**src/rtl/sram_port0_ctrl_if.sv**
```systemverilog
// Request/response stream between fabric logic and the SRAM port controller.
// The controller is the slave of the request stream and the source of responses.
interface sram_port0_ctrl_if #(
    parameter int DATA_WIDTH = 16,
    parameter int ADDR_WIDTH = 8
);
    logic                  req_valid;
    logic                  req_ready;
    logic                  req_we;
    logic [ADDR_WIDTH-1:0] req_addr;
    logic [DATA_WIDTH-1:0] req_wdata;
    logic                  rsp_valid;
    logic                  rsp_ready;
    logic [DATA_WIDTH-1:0] rsp_rdata;

    modport master (
        output req_valid, req_we, req_addr, req_wdata, rsp_ready,
        input  req_ready, rsp_valid, rsp_rdata
    );

    modport slave (
        input  req_valid, req_we, req_addr, req_wdata, rsp_ready,
        output req_ready, rsp_valid, rsp_rdata
    );
endinterface

```
**src/rtl/sram_port0_ctrl.sv**
```systemverilog
// Single-port OpenRAM RW initiator: zero-fills the array, then turns a valid/ready
// request stream into macro cycles and returns read data through a 4-entry FIFO.
//
// state    | meaning
// ST_INIT  | fill engine writes INIT_VALUE to every word, no traffic accepted
// ST_RUN   | requests accepted while credits remain and clr is low
// ST_DRAIN | waits for in-flight reads to land in the FIFO before refilling
module sram_port0_ctrl #(
    parameter int                    DATA_WIDTH = 16,
    parameter int                    ADDR_WIDTH = 8,
    parameter int                    RAM_DEPTH  = 1 << ADDR_WIDTH,
    parameter logic [DATA_WIDTH-1:0] INIT_VALUE = '0
) (
    input  logic                   clk0,
    input  logic                   rst0_n,
    input  logic                   clr,
    sram_port0_ctrl_if.slave       bus,
    output logic                   init_done,
    output logic                   csb0,
    output logic                   web0,
    output logic [ADDR_WIDTH-1:0]  addr0,
    output logic [DATA_WIDTH-1:0]  din0,
    input  logic [DATA_WIDTH-1:0]  dout0
);
    typedef enum logic [1:0] {ST_INIT, ST_RUN, ST_DRAIN} state_t;

    localparam int             FCW      = ADDR_WIDTH + 1;
    localparam logic [FCW-1:0] FILL_END = FCW'(RAM_DEPTH);

    state_t                state_q, state_d;
    logic [FCW-1:0]        fill_q, fill_d;
    logic                  init_done_q, init_done_d;
    logic                  armed_q, armed_d;
    logic                  issue_vld_q, issue_vld_d;
    logic                  issue_we_q, issue_we_d;
    logic [ADDR_WIDTH-1:0] issue_addr_q, issue_addr_d;
    logic [DATA_WIDTH-1:0] issue_data_q, issue_data_d;
    logic                  rd_cap_q;
    logic [2:0]            credits_q;
    logic                  ready_c;
    logic                  accept_rd;
    logic                  pop;

    logic [DATA_WIDTH-1:0] fifo_mem [4];
    logic [1:0]            wr_ptr, rd_ptr;
    logic [2:0]            fifo_cnt;

    always_comb begin
        state_d      = state_q;
        fill_d       = fill_q;
        init_done_d  = init_done_q;
        armed_d      = armed_q | ~clr;
        issue_vld_d  = 1'b0;
        issue_we_d   = 1'b0;
        issue_addr_d = issue_addr_q;
        issue_data_d = issue_data_q;
        ready_c      = 1'b0;
        accept_rd    = 1'b0;
        unique case (state_q)
            ST_INIT: begin
                if (fill_q == FILL_END) begin
                    state_d     = ST_RUN;
                    init_done_d = 1'b1;
                end else begin
                    issue_vld_d  = 1'b1;
                    issue_we_d   = 1'b1;
                    issue_addr_d = fill_q[ADDR_WIDTH-1:0];
                    issue_data_d = INIT_VALUE;
                    fill_d       = fill_q + FCW'(1);
                end
            end
            ST_RUN: begin
                // A held clr refills only once; it must drop before it can trigger again.
                if (clr && armed_q) begin
                    state_d     = ST_DRAIN;
                    init_done_d = 1'b0;
                    armed_d     = 1'b0;
                end
                ready_c = !clr && (credits_q != 3'd4);
                if (ready_c && bus.req_valid) begin
                    issue_vld_d  = 1'b1;
                    issue_we_d   = bus.req_we;
                    issue_addr_d = bus.req_addr;
                    issue_data_d = bus.req_wdata;
                    accept_rd    = !bus.req_we;
                end
            end
            ST_DRAIN: begin
                if (!(issue_vld_q && !issue_we_q) && !rd_cap_q) begin
                    state_d = ST_INIT;
                    fill_d  = '0;
                end
            end
            default: state_d = ST_INIT;
        endcase
    end

    assign pop           = (fifo_cnt != 3'd0) && bus.rsp_ready;
    assign bus.req_ready = ready_c;
    assign bus.rsp_valid = (fifo_cnt != 3'd0);
    assign bus.rsp_rdata = fifo_mem[rd_ptr];
    assign init_done     = init_done_q;

    always_ff @(posedge clk0 or negedge rst0_n) begin
        if (!rst0_n) begin
            state_q      <= ST_INIT;
            fill_q       <= '0;
            init_done_q  <= 1'b0;
            armed_q      <= 1'b1;
            issue_vld_q  <= 1'b0;
            issue_we_q   <= 1'b0;
            issue_addr_q <= '0;
            issue_data_q <= '0;
            rd_cap_q     <= 1'b0;
            credits_q    <= 3'd0;
        end else begin
            state_q      <= state_d;
            fill_q       <= fill_d;
            init_done_q  <= init_done_d;
            armed_q      <= armed_d;
            issue_vld_q  <= issue_vld_d;
            issue_we_q   <= issue_we_d;
            issue_addr_q <= issue_addr_d;
            issue_data_q <= issue_data_d;
            rd_cap_q     <= issue_vld_q && !issue_we_q;
            unique case ({accept_rd, pop})
                2'b10:   credits_q <= credits_q + 3'd1;
                2'b01:   credits_q <= credits_q - 3'd1;
                default: credits_q <= credits_q;
            endcase
        end
    end

    // The macro captured the read one edge ago; its dout0 is valid now.
    always_ff @(posedge clk0 or negedge rst0_n) begin
        if (!rst0_n) begin
            for (int i = 0; i < 4; i++) fifo_mem[i] <= '0;
            wr_ptr   <= 2'd0;
            rd_ptr   <= 2'd0;
            fifo_cnt <= 3'd0;
        end else begin
            if (rd_cap_q) begin
                fifo_mem[wr_ptr] <= dout0;
                wr_ptr           <= wr_ptr + 2'd1;
            end
            if (pop) rd_ptr <= rd_ptr + 2'd1;
            unique case ({rd_cap_q, pop})
                2'b10:   fifo_cnt <= fifo_cnt + 3'd1;
                2'b01:   fifo_cnt <= fifo_cnt - 3'd1;
                default: fifo_cnt <= fifo_cnt;
            endcase
        end
    end

    // Falling-edge launch keeps the macro pins stable around its capturing rising edge.
    always_ff @(negedge clk0 or negedge rst0_n) begin
        if (!rst0_n) begin
            csb0  <= 1'b1;
            web0  <= 1'b1;
            addr0 <= '0;
            din0  <= '0;
        end else if (issue_vld_q) begin
            csb0  <= 1'b0;
            web0  <= !issue_we_q;
            addr0 <= issue_addr_q;
            din0  <= issue_data_q;
        end else begin
            csb0  <= 1'b1;
            web0  <= 1'b1;
        end
    end
endmodule

```
**src/flat_wrapper.sv**
```systemverilog
// flat-port wrapper written by rule: the top's interface ports become plain ports
module sram_port0_ctrl_flat 
#(
    parameter int                    DATA_WIDTH = 16,
    parameter int                    ADDR_WIDTH = 8,
    parameter int                    RAM_DEPTH  = 1 << ADDR_WIDTH,
    parameter logic [DATA_WIDTH-1:0] INIT_VALUE = '0
)
  (clk0, rst0_n, clr, init_done, csb0, web0, addr0, din0, dout0, bus_req_valid, bus_req_we, bus_req_addr, bus_req_wdata, bus_rsp_ready, bus_req_ready, bus_rsp_valid, bus_rsp_rdata);
  sram_port0_ctrl_if #(.DATA_WIDTH(DATA_WIDTH), .ADDR_WIDTH(ADDR_WIDTH)) bus_i ();
  input  logic clk0;
  input  logic rst0_n;
  input  logic clr;
  output logic init_done;
  output logic csb0;
  output logic web0;
  output logic [ADDR_WIDTH-1:0] addr0;
  output logic [DATA_WIDTH-1:0] din0;
  input  logic [DATA_WIDTH-1:0] dout0;
  input wire logic [$bits(bus_i.req_valid)-1:0] bus_req_valid;
  input wire logic [$bits(bus_i.req_we)-1:0] bus_req_we;
  input wire logic [$bits(bus_i.req_addr)-1:0] bus_req_addr;
  input wire logic [$bits(bus_i.req_wdata)-1:0] bus_req_wdata;
  input wire logic [$bits(bus_i.rsp_ready)-1:0] bus_rsp_ready;
  output wire logic [$bits(bus_i.req_ready)-1:0] bus_req_ready;
  output wire logic [$bits(bus_i.rsp_valid)-1:0] bus_rsp_valid;
  output wire logic [$bits(bus_i.rsp_rdata)-1:0] bus_rsp_rdata;
  assign bus_i.req_valid = bus_req_valid;
  assign bus_i.req_we = bus_req_we;
  assign bus_i.req_addr = bus_req_addr;
  assign bus_i.req_wdata = bus_req_wdata;
  assign bus_i.rsp_ready = bus_rsp_ready;
  assign bus_req_ready = bus_i.req_ready;
  assign bus_rsp_valid = bus_i.rsp_valid;
  assign bus_rsp_rdata = bus_i.rsp_rdata;
  sram_port0_ctrl #(.DATA_WIDTH(DATA_WIDTH), .ADDR_WIDTH(ADDR_WIDTH), .RAM_DEPTH(RAM_DEPTH), .INIT_VALUE(INIT_VALUE)) u_core (.clk0(clk0), .rst0_n(rst0_n), .clr(clr), .bus(bus_i), .init_done(init_done), .csb0(csb0), .web0(web0), .addr0(addr0), .din0(din0), .dout0(dout0));
endmodule
```
**config.mk**
```make
export PLATFORM = sky130hd
export DESIGN_NAME = sram_port0_ctrl_flat
export DESIGN_NICKNAME = d
export VERILOG_FILES = /design/src/rtl/sram_port0_ctrl_if.sv /design/src/rtl/sram_port0_ctrl.sv /design/src/flat_wrapper.sv
export SDC_FILE = /design/constraint.sdc
export NUM_CORES = 1
export LEC_CHECK = 0
export BUFFER_PORTS_ARGS = -buffer_cell sky130_fd_sc_hd__buf_2
export CAP_MARGIN = 20
export CORE_MARGIN = 2
export CORE_UTILIZATION = 30
export CTS_BUF_LIST = sky130_fd_sc_hd__clkbuf_8
export CTS_CLUSTER_SIZE = 25
export DETAILED_ROUTE_END_ITERATION = 10
export GPL_TIMING_DRIVEN = 0
export SLEW_MARGIN = 10
export SYNTH_ARGS = -nofsm -noshare
export SYNTH_HDL_FRONTEND = slang
export SYNTH_SLANG_ARGS = --single-unit
```
**constraint.sdc**
```tcl
create_clock -name clk0 -period 2.9 [get_ports clk0]
set_input_delay 0.435 -clock clk0 [delete_from_list [all_inputs] [get_ports clk0]]
set_output_delay 0.435 -clock clk0 [all_outputs]
set_load 0.01 [all_outputs]
```
==> metrics.md, run 1 <==
| Metric | Value |
|---|---|
| #FFs+latches synth | 140 |
| DRC viols | 0 |
| Worst skew pair latency | 440 ps |
| Buf/Inv on CP | 1 |
| H-tree depth | 4 |
| Critical Path Sink Type | output port |
| PortBufs | 90 |
| IO Count | 91 |
| Setup_tns | -75.2 ps |
| Min-Delay Path Class | input pin to register |
| CTS clk-pin slew, worst paths | 80 ps |
| Final ANT Viol Nets | 0 |
| Detailed-route via count | between 3,000 and 4,000 |
| Critical path class | register to output port |
| Maxcap violations | 0 |
| Full die area | 21,400 µm² |
| Clock buffer depth | 2 |
| Synthesized Nets | 478 |
| CTS tree | done |
| Leak | 3.46 nW |
| Yosys top cell by area | dfrtp_1 |
| Final Wtd Congestion | 0.769 |
| Pwr dens | 639 nW/µm² |
| Clock Sink Count | 140 |
| Hold violation count in the final report | 0 |
| CP arrival | ~2500 ps |
| Cells along the critical path | buf_6 |
| Violated checks | setup timing |
| Area occupied by multi-input gates | 2430 µm² |
| Seq. cell area | 3510 µm² |
| Layout cells sized above 1 | 50.2% |
| Worst slew margin | a little over half |
| Antenna violations before repair | 2 |
| Post-Route WL | 13.2 mm |
| Wirelength per Cell | ~16 µm |
| Worst Tran Pin Value | 690 ps |
| CP peak stage delay | 510 ps |
| Synth Cell Area | 6090 µm² |
| Fin nets | 587 |
| Avg Cell Area, Syn | 14.4 µm² |
| Post-synth cell types | 41 |
| Post-synth top area share | 46.5% |
| Synth top area cells | dfrtp_1 46%, mux2_2 18%, dfrtn_1 9.9%, mux4_2 5.9%, a31o_2 2.3% |
| Worst-path maximum fanout | 1 |
| First-pass iteration count of the detailed router | 4 |
| # setup viols final | 2 |
| First-pass GRT wire length | approximately 22 mm |
| Status | complete, but fails checks |
| Initial core utilization | a little under a third |
| Post-CTS Setup Inserts | 0 |
| Fin worst setup slack | -39.5 ps |
| Critical path's slowest cell | dfstp_2 |
| Finished Cell Area | 7370 µm² |
| Crit start category | register |
| Ys Warns | 0 |
| RSZ-0062 raised after global routing | yes |
| Slew Viols, Final | 0 |
| Total global routing overflow | 0 |
| Number of global-route vias before repair | 4,249 |
| Worst path required time | roughly 2500 ps |
| FP Rows | 52 |
| Root Driver | clkbuf_8 |
| Top Family by Delay on Critical Path | flip-flops |
| Detailed placer's ending HPWL | 9.35 mm |
| Register area share after synthesis | 57.6% |
| CTS buffer count | 17 |
| Layout area overhead | 21.0% |
| Core Box Area | 20,100 µm² |
| Die Ht | approximately 150 µm |
| Fillers | between 1,500 and 2,000 |
| Vias per inst | 4.64 |
| Worst VDD drop | between 0.3 and 0.4 mV |
| Clock skew | 52.1 ps |
| Gr usage total | approximately an eighth |
| DP Area | 6910 µm² |
| Die width | 146 µm |
| Largest net degree at the start of global routing | 72 |
| Gate count of the mapped netlist | around 420 |
| Initial DRC count | 136 |
==> worst register-to-register path: cells and delay by family (launching register included) <==
family   cells  cell delay [ps]
buf+inv      1              280
mux          1              350
flops        1              490
==> cell usage after synthesis <==
cell and count:
nor2_1 7, dfstp_2 3, a311oi_1 1, o21bai_1 1, nand2b_1 2, and4_1 1, or2_2 1, o41ai_4 1
o21ai_0 9, dfrtp_1 113, mux2i_1 6, inv_1 15, ha_1 8, and2_1 2, mux4_2 16, xor2_1 5
a31o_2 16, o211ai_1 1, nand2_1 21, dfrtn_1 24, nand2_2 1, mux2_2 99, or3_1 1, mux2_4 3
nand4_1 2, and3_1 17, nor2b_1 2, fa_1 2, nor4_1 1, xnor2_1 4, o31ai_1 3, a21oi_1 2
nand3_1 6, or4_4 1, a211oi_1 1, a2111o_1 1, buf_2 2, or4_1 1, buf_1 1, clkbuf_1 18
buf_6 1
==> power breakdown <==
group          switching (mW)  internal (mW)  leakage (nW)  total [mW]
clock network           0.773          0.880         0.228        1.65
registers              0.0995           2.06          1.71        2.16
logic                   0.433          0.464          1.52       0.897
==> cells in the final DEF, fill, tap and decap left out, types with 3 or more instances in the layout <==
cell	n
dfrtn_1	24
dfstp_2	3
nand3_1	6
a31o_2	16
clkinv_2	5
ha_1	8
clkbuf_8	18
nor2_1	7
buf_6	4
clkbuf_1	13
xor2_1	5
mux2_2	99
nand2_1	21
inv_1	16
o21ai_0	9
bufinv_16	3
and3_1	17
xnor2_1	4
mux2i_1	6
dfrtp_1	111
inv_6	3
mux2_4	3
o31ai_1	3
mux4_2	16
buf_2	88
==> final cells by class <==
type                            count  share of cell area, %
Multi-Input combinational cell    245                   33.0
Antenna cell                        1                 0.0340
Sequential cell                   140                   47.6
Inverter                           14                  0.713
Timing Repair Buffer               92                   7.08
Tap cell                          270                   4.59
Buffer                             19                   1.22
Clock buffer                       18                   3.36
Clock inverter                     16                   2.34
==> worst paths after layout <==
kind,start,endpoint,slack [ps],depth (start not counted)
max,u_core.web0,web0,-40,1
max in group asynchronous,rst0_n,u_core.web0,220,3
min reg2reg,u_core.addr0[2],u_core.addr0[2],450,1
max reg2reg,u_core.issue_vld_q,u_core.addr0[3],130,2
min,clr,u_core.armed_q,200,2
min in group asynchronous,rst0_n,u_core.fifo_mem[52],520,2
==> stage by stage <==
step	cells	setup WS [ps]	total power [mW]	utilization, %	hold WS (ps)
final	815	-39.5	4.71	36.6	205
after global routing	814	-92.3	4.97	36.6	172
after CTS	814	-82.0	4.80	36.5	152
after detailed placement	783	-373	3.13	34.4	452
after global placement	782	-1740	3.07	34.2	449
after floorplan	422	5.80	2.76	-	139
==> state kept, by name, summed over array words and instances, names as in the netlist, 3 cells and up <==
name,count
u_core.issue_data_q,16
u_core.issue_addr_q,8
u_core.credits_q,3
u_core.addr0,8
u_core.din0,16
u_core.fifo_mem,64
u_core.fill_q,9
u_core.fifo_cnt,3
==> cells by family (layout without fill, tap and decap cells) <==
family                   Yosys count  count (layout)  share of synthesized area, %
adder cells (fa/ha/maj)           10              10                          2.30
AND/OR/NAND/NOR                   66              66                          5.65
AO/OA/AOI/OAI                     36              36                          4.73
XOR/XNOR                           9               9                          1.29
flip-flops                       140             140                          57.6
other                              0               1                             0
multiplexers                     124             124                          26.0
buffers and inverters             37             159                          2.45
==> per-layer routing <==
layer | GRT usage [%] | wire, µm | part of all wire (%) | vias to the layer above
met5 | 0 | 11 | 0.083 | -
met4 | 3.69 | 127 | 0.96 | 2
met3 | 5.66 | 950 | 7.2 | 12
met2 | 21.6 | 6550 | 50 | 98
met1 | 15.4 | 5580 | 42 | 1930
li1 | - | - | - | 1742
==> timing repair <==
| item | CTS | global route |
|---|---|---|
| endpoints found under the setup margin | 33 | 45 |
| gates resized for setup | 6 | 9 |
| hold buffers | 1 | 0 |
| endpoints found under the hold margin | 25 | 0 |
(Power assumes the default switching activity.)
==> inputs of run 2 (changes only) <==
==> constraint.sdc (replaced) <==
create_clock -name clk0 -period 3.6 [get_ports clk0]
set_input_delay 0.54 -clock clk0 [delete_from_list [all_inputs] [get_ports clk0]]
set_output_delay 0.54 -clock clk0 [all_outputs]
set_load 0.01 [all_outputs]
==> run 2 against run 1 <==
Net effect: cell count is 0.12% higher; worst hold slack worse by 140 ps; wire length fell by 1.2%; first-iteration DRC count grew 2.2%; combinational power fell by 17%; critical path type unchanged; non-clock buffer count grew 1; register-to-register slack improved by 120 ps; count of clock-buffer cells in the layout up 2; largest power group unchanged; the flow now finishes without violations; critical endpoint unchanged; sequential share of layout area is essentially flat.
==> metrics.md, run 2 (synthesis results as in run 1) <==
| Metric | Value |
|---|---|
| Initial core utilization | 30.3% |
| Gate power share | a little under a fifth |
| Core Box Area | 20,100 µm² |
| Setup slack, reg-to-reg | 250 ps |
| Leak | around 3.5 nW |
| WL met3 | 870 µm |
| Largest reg by FF count | u_core.fifo_mem |
| Final ANT Viol Nets | 0 |
| Root Driver | clkbuf_8 |
| PortBufs | 90 |
| Worst path required time | 3060 ps |
| Full die area | 21,400 µm² |
| Finished Cell Area | 7360 µm² |
| IO Count | 91 |
| Critical Path Sink Type | output port |
| Critical path's slowest cell | dfstp_2 |
| Total global routing overflow | 0 |
| Die width | 146 µm |
| Maxcap violations | 0 |
| Initial DRC count | 139 |
| Post-Route WL | 13.1 mm |
| Min-Delay Path Class | input pin to asynchronous set/reset pin |
| Cells along the critical path | buf_2 |
| DRC viols | 0 |
| M1 wire length | 5.49 mm |
| Largest net degree at the start of global routing | 84 |
| Detailed placer's ending HPWL | between 9 and 10 mm |
| Clock power frac | 36.5% |
| Wirelength per Cell | 16.0 µm |
| Seq pwr share | 44.3% |
| RSZ-0062 raised after global routing | no |
| Antenna violations before repair | 2 |
| Layout area overhead | 20.9% |
| Vias per inst | 4.67 |
| Worst VDD drop | 0.293 mV |
| FP Rows | 52 |
| CTS clk-pin slew, worst paths | about 80 ps |
| Buf/Inv on CP | 1 |
| Commonest non-fill, non-tap cell in the layout | dfrtp_1 |
| DR WL met2 | 6.59 mm |
| Final Wtd Congestion | approximately 0.74 |
| Die Ht | 146 µm |
| First-pass GRT wire length | 21.9 mm |
| Status | finished, final reports clean |
| Top Family by Delay on Critical Path | flip-flops |
| Layout cells sized above 1 | between 40 and 50% |
| Hold violation count in the final report | 0 |
| Share of the core filled with cells | 36.6% |
| Worst-path maximum fanout | 1 |
| First-pass iteration count of the detailed router | 4 |
| Slew Viols, Final | 0 |
| Worst Tran Pin Value | between 700 and 800 ps |
| Post-CTS Setup Inserts | 0 |
| CTS buffer count | 17 |
| CP arrival | 2860 ps |
| H-tree depth | 4 |
| Fin nets | 588 |
| Max FFs per register | 64 |
| Worst skew pair latency | 430 ps |
| Crit start category | register |
| Clock Sink Count | 140 |
| DP Area | 6910 µm² |
| Worst slew margin | 51.1% |
| # setup viols final | 0 |
| CP peak stage delay | around 500 ps |
| Detailed-route via count | 3,807 |
| Clock skew | about 47 ps |
| Highest Signal Layer | met5 |
| Biggest registers after layout | u_core.fifo_mem (64), u_core.din0 (16), u_core.issue_data_q (16) |
| Sw power | around 1 mW |
| CTS tree | done |
| Number of global-route vias before repair | between 4,000 and 5,000 |
| Pint | 2.84 mW |
| Hold_buf cts | 0 |
| Critical path class | register to output port |
| Clock buffer depth | 2 |
| Commonest cells after routing, fill and taps aside | 113 x dfrtp_1, 99 x mux2_2, 92 x buf_2 |
| Switching portion of total power | about a quarter |
| Gr usage total | ~13% |
| Hold Slack | 60.2 ps |
| Setup_tns | 0 ps |
| Pwr dens | 525 nW/µm² |
==> run 2: changes by cell type in the layout (fill, tap and decap cells not counted), moves of 2 or more <==
cell        change
clkinv_2        -3
buf_6           -2
clkbuf_1        +3
dfrtp_1         +2
clkinvlp_4      +3
buf_2           +4
clkbuf_8        +2
dfrtp_2         -2
inv_6           -3
clkbuf_4        -2
==> run 2: layer usage <==
metal  vias up  GRT usage, %
met1      1954          15.4
met2        92          22.0
met4         2          3.06
li1       1745             -
met5         -             0
met3        14          5.28
==> run 2: metrics by stage <==
step                      power (mW)  cells  setup WS, ps
after floorplan                 2.22    422           335
after CTS                       3.94    816          30.5
after global routing            4.07    816           135
final                           3.86    816           195
after detailed placement        2.51    783          -119
after global placement          2.47    782         -1500
==> run 2: cell type report <==
class,count,area [µm²]
clock buffers,20,275
multi-input cells,245,2430
fillers,1939,12700
diodes,1,2.50
inverters,14,52.6
repair buffers,91,484
flip-flops and latches,140,3510
clock inverters,14,176
plain buffers,21,91.3
well taps,270,338
==> run 2: worst paths after layout <==
kind                                    startpoint  cells past startpoint                 end
worst max-delay path                   u_core.web0                      1                web0
worst min-delay path                        rst0_n                      1  u_core.fifo_mem[1]
worst max register to register  u_core.issue_vld_q                      2     u_core.addr0[1]
worst min register to register     u_core.din0[15]                      1     u_core.din0[15]
max in group asynchronous                   rst0_n                      2     u_core.addr0[0]
min in group clk0                              clr                      2      u_core.armed_q
==> run 2: what timing repair did <==
| item | CTS | global route |
|---|---|---|
| gates resized for setup | 2 | 0 |
| setup endpoints to repair | 18 | 8 |
| pin swaps | 0 | 0 |
==> run 2: power by group through the flow <==
| stage | sequential (mW) | combinational [mW] | clock (mW) |
|---|---|---|---|
| 3_5_place_dp | 1.74 | 0.766 | 0.00522 |
| 5_1_grt | 1.72 | 0.818 | 1.53 |
| 3_3_place_gp | 1.73 | 0.734 | 0.00522 |
| 2_1_floorplan | 1.73 | 0.492 | 0.00522 |
| 4_1_cts | 1.71 | 0.771 | 1.46 |
| 6_report | 1.71 | 0.742 | 1.41 |
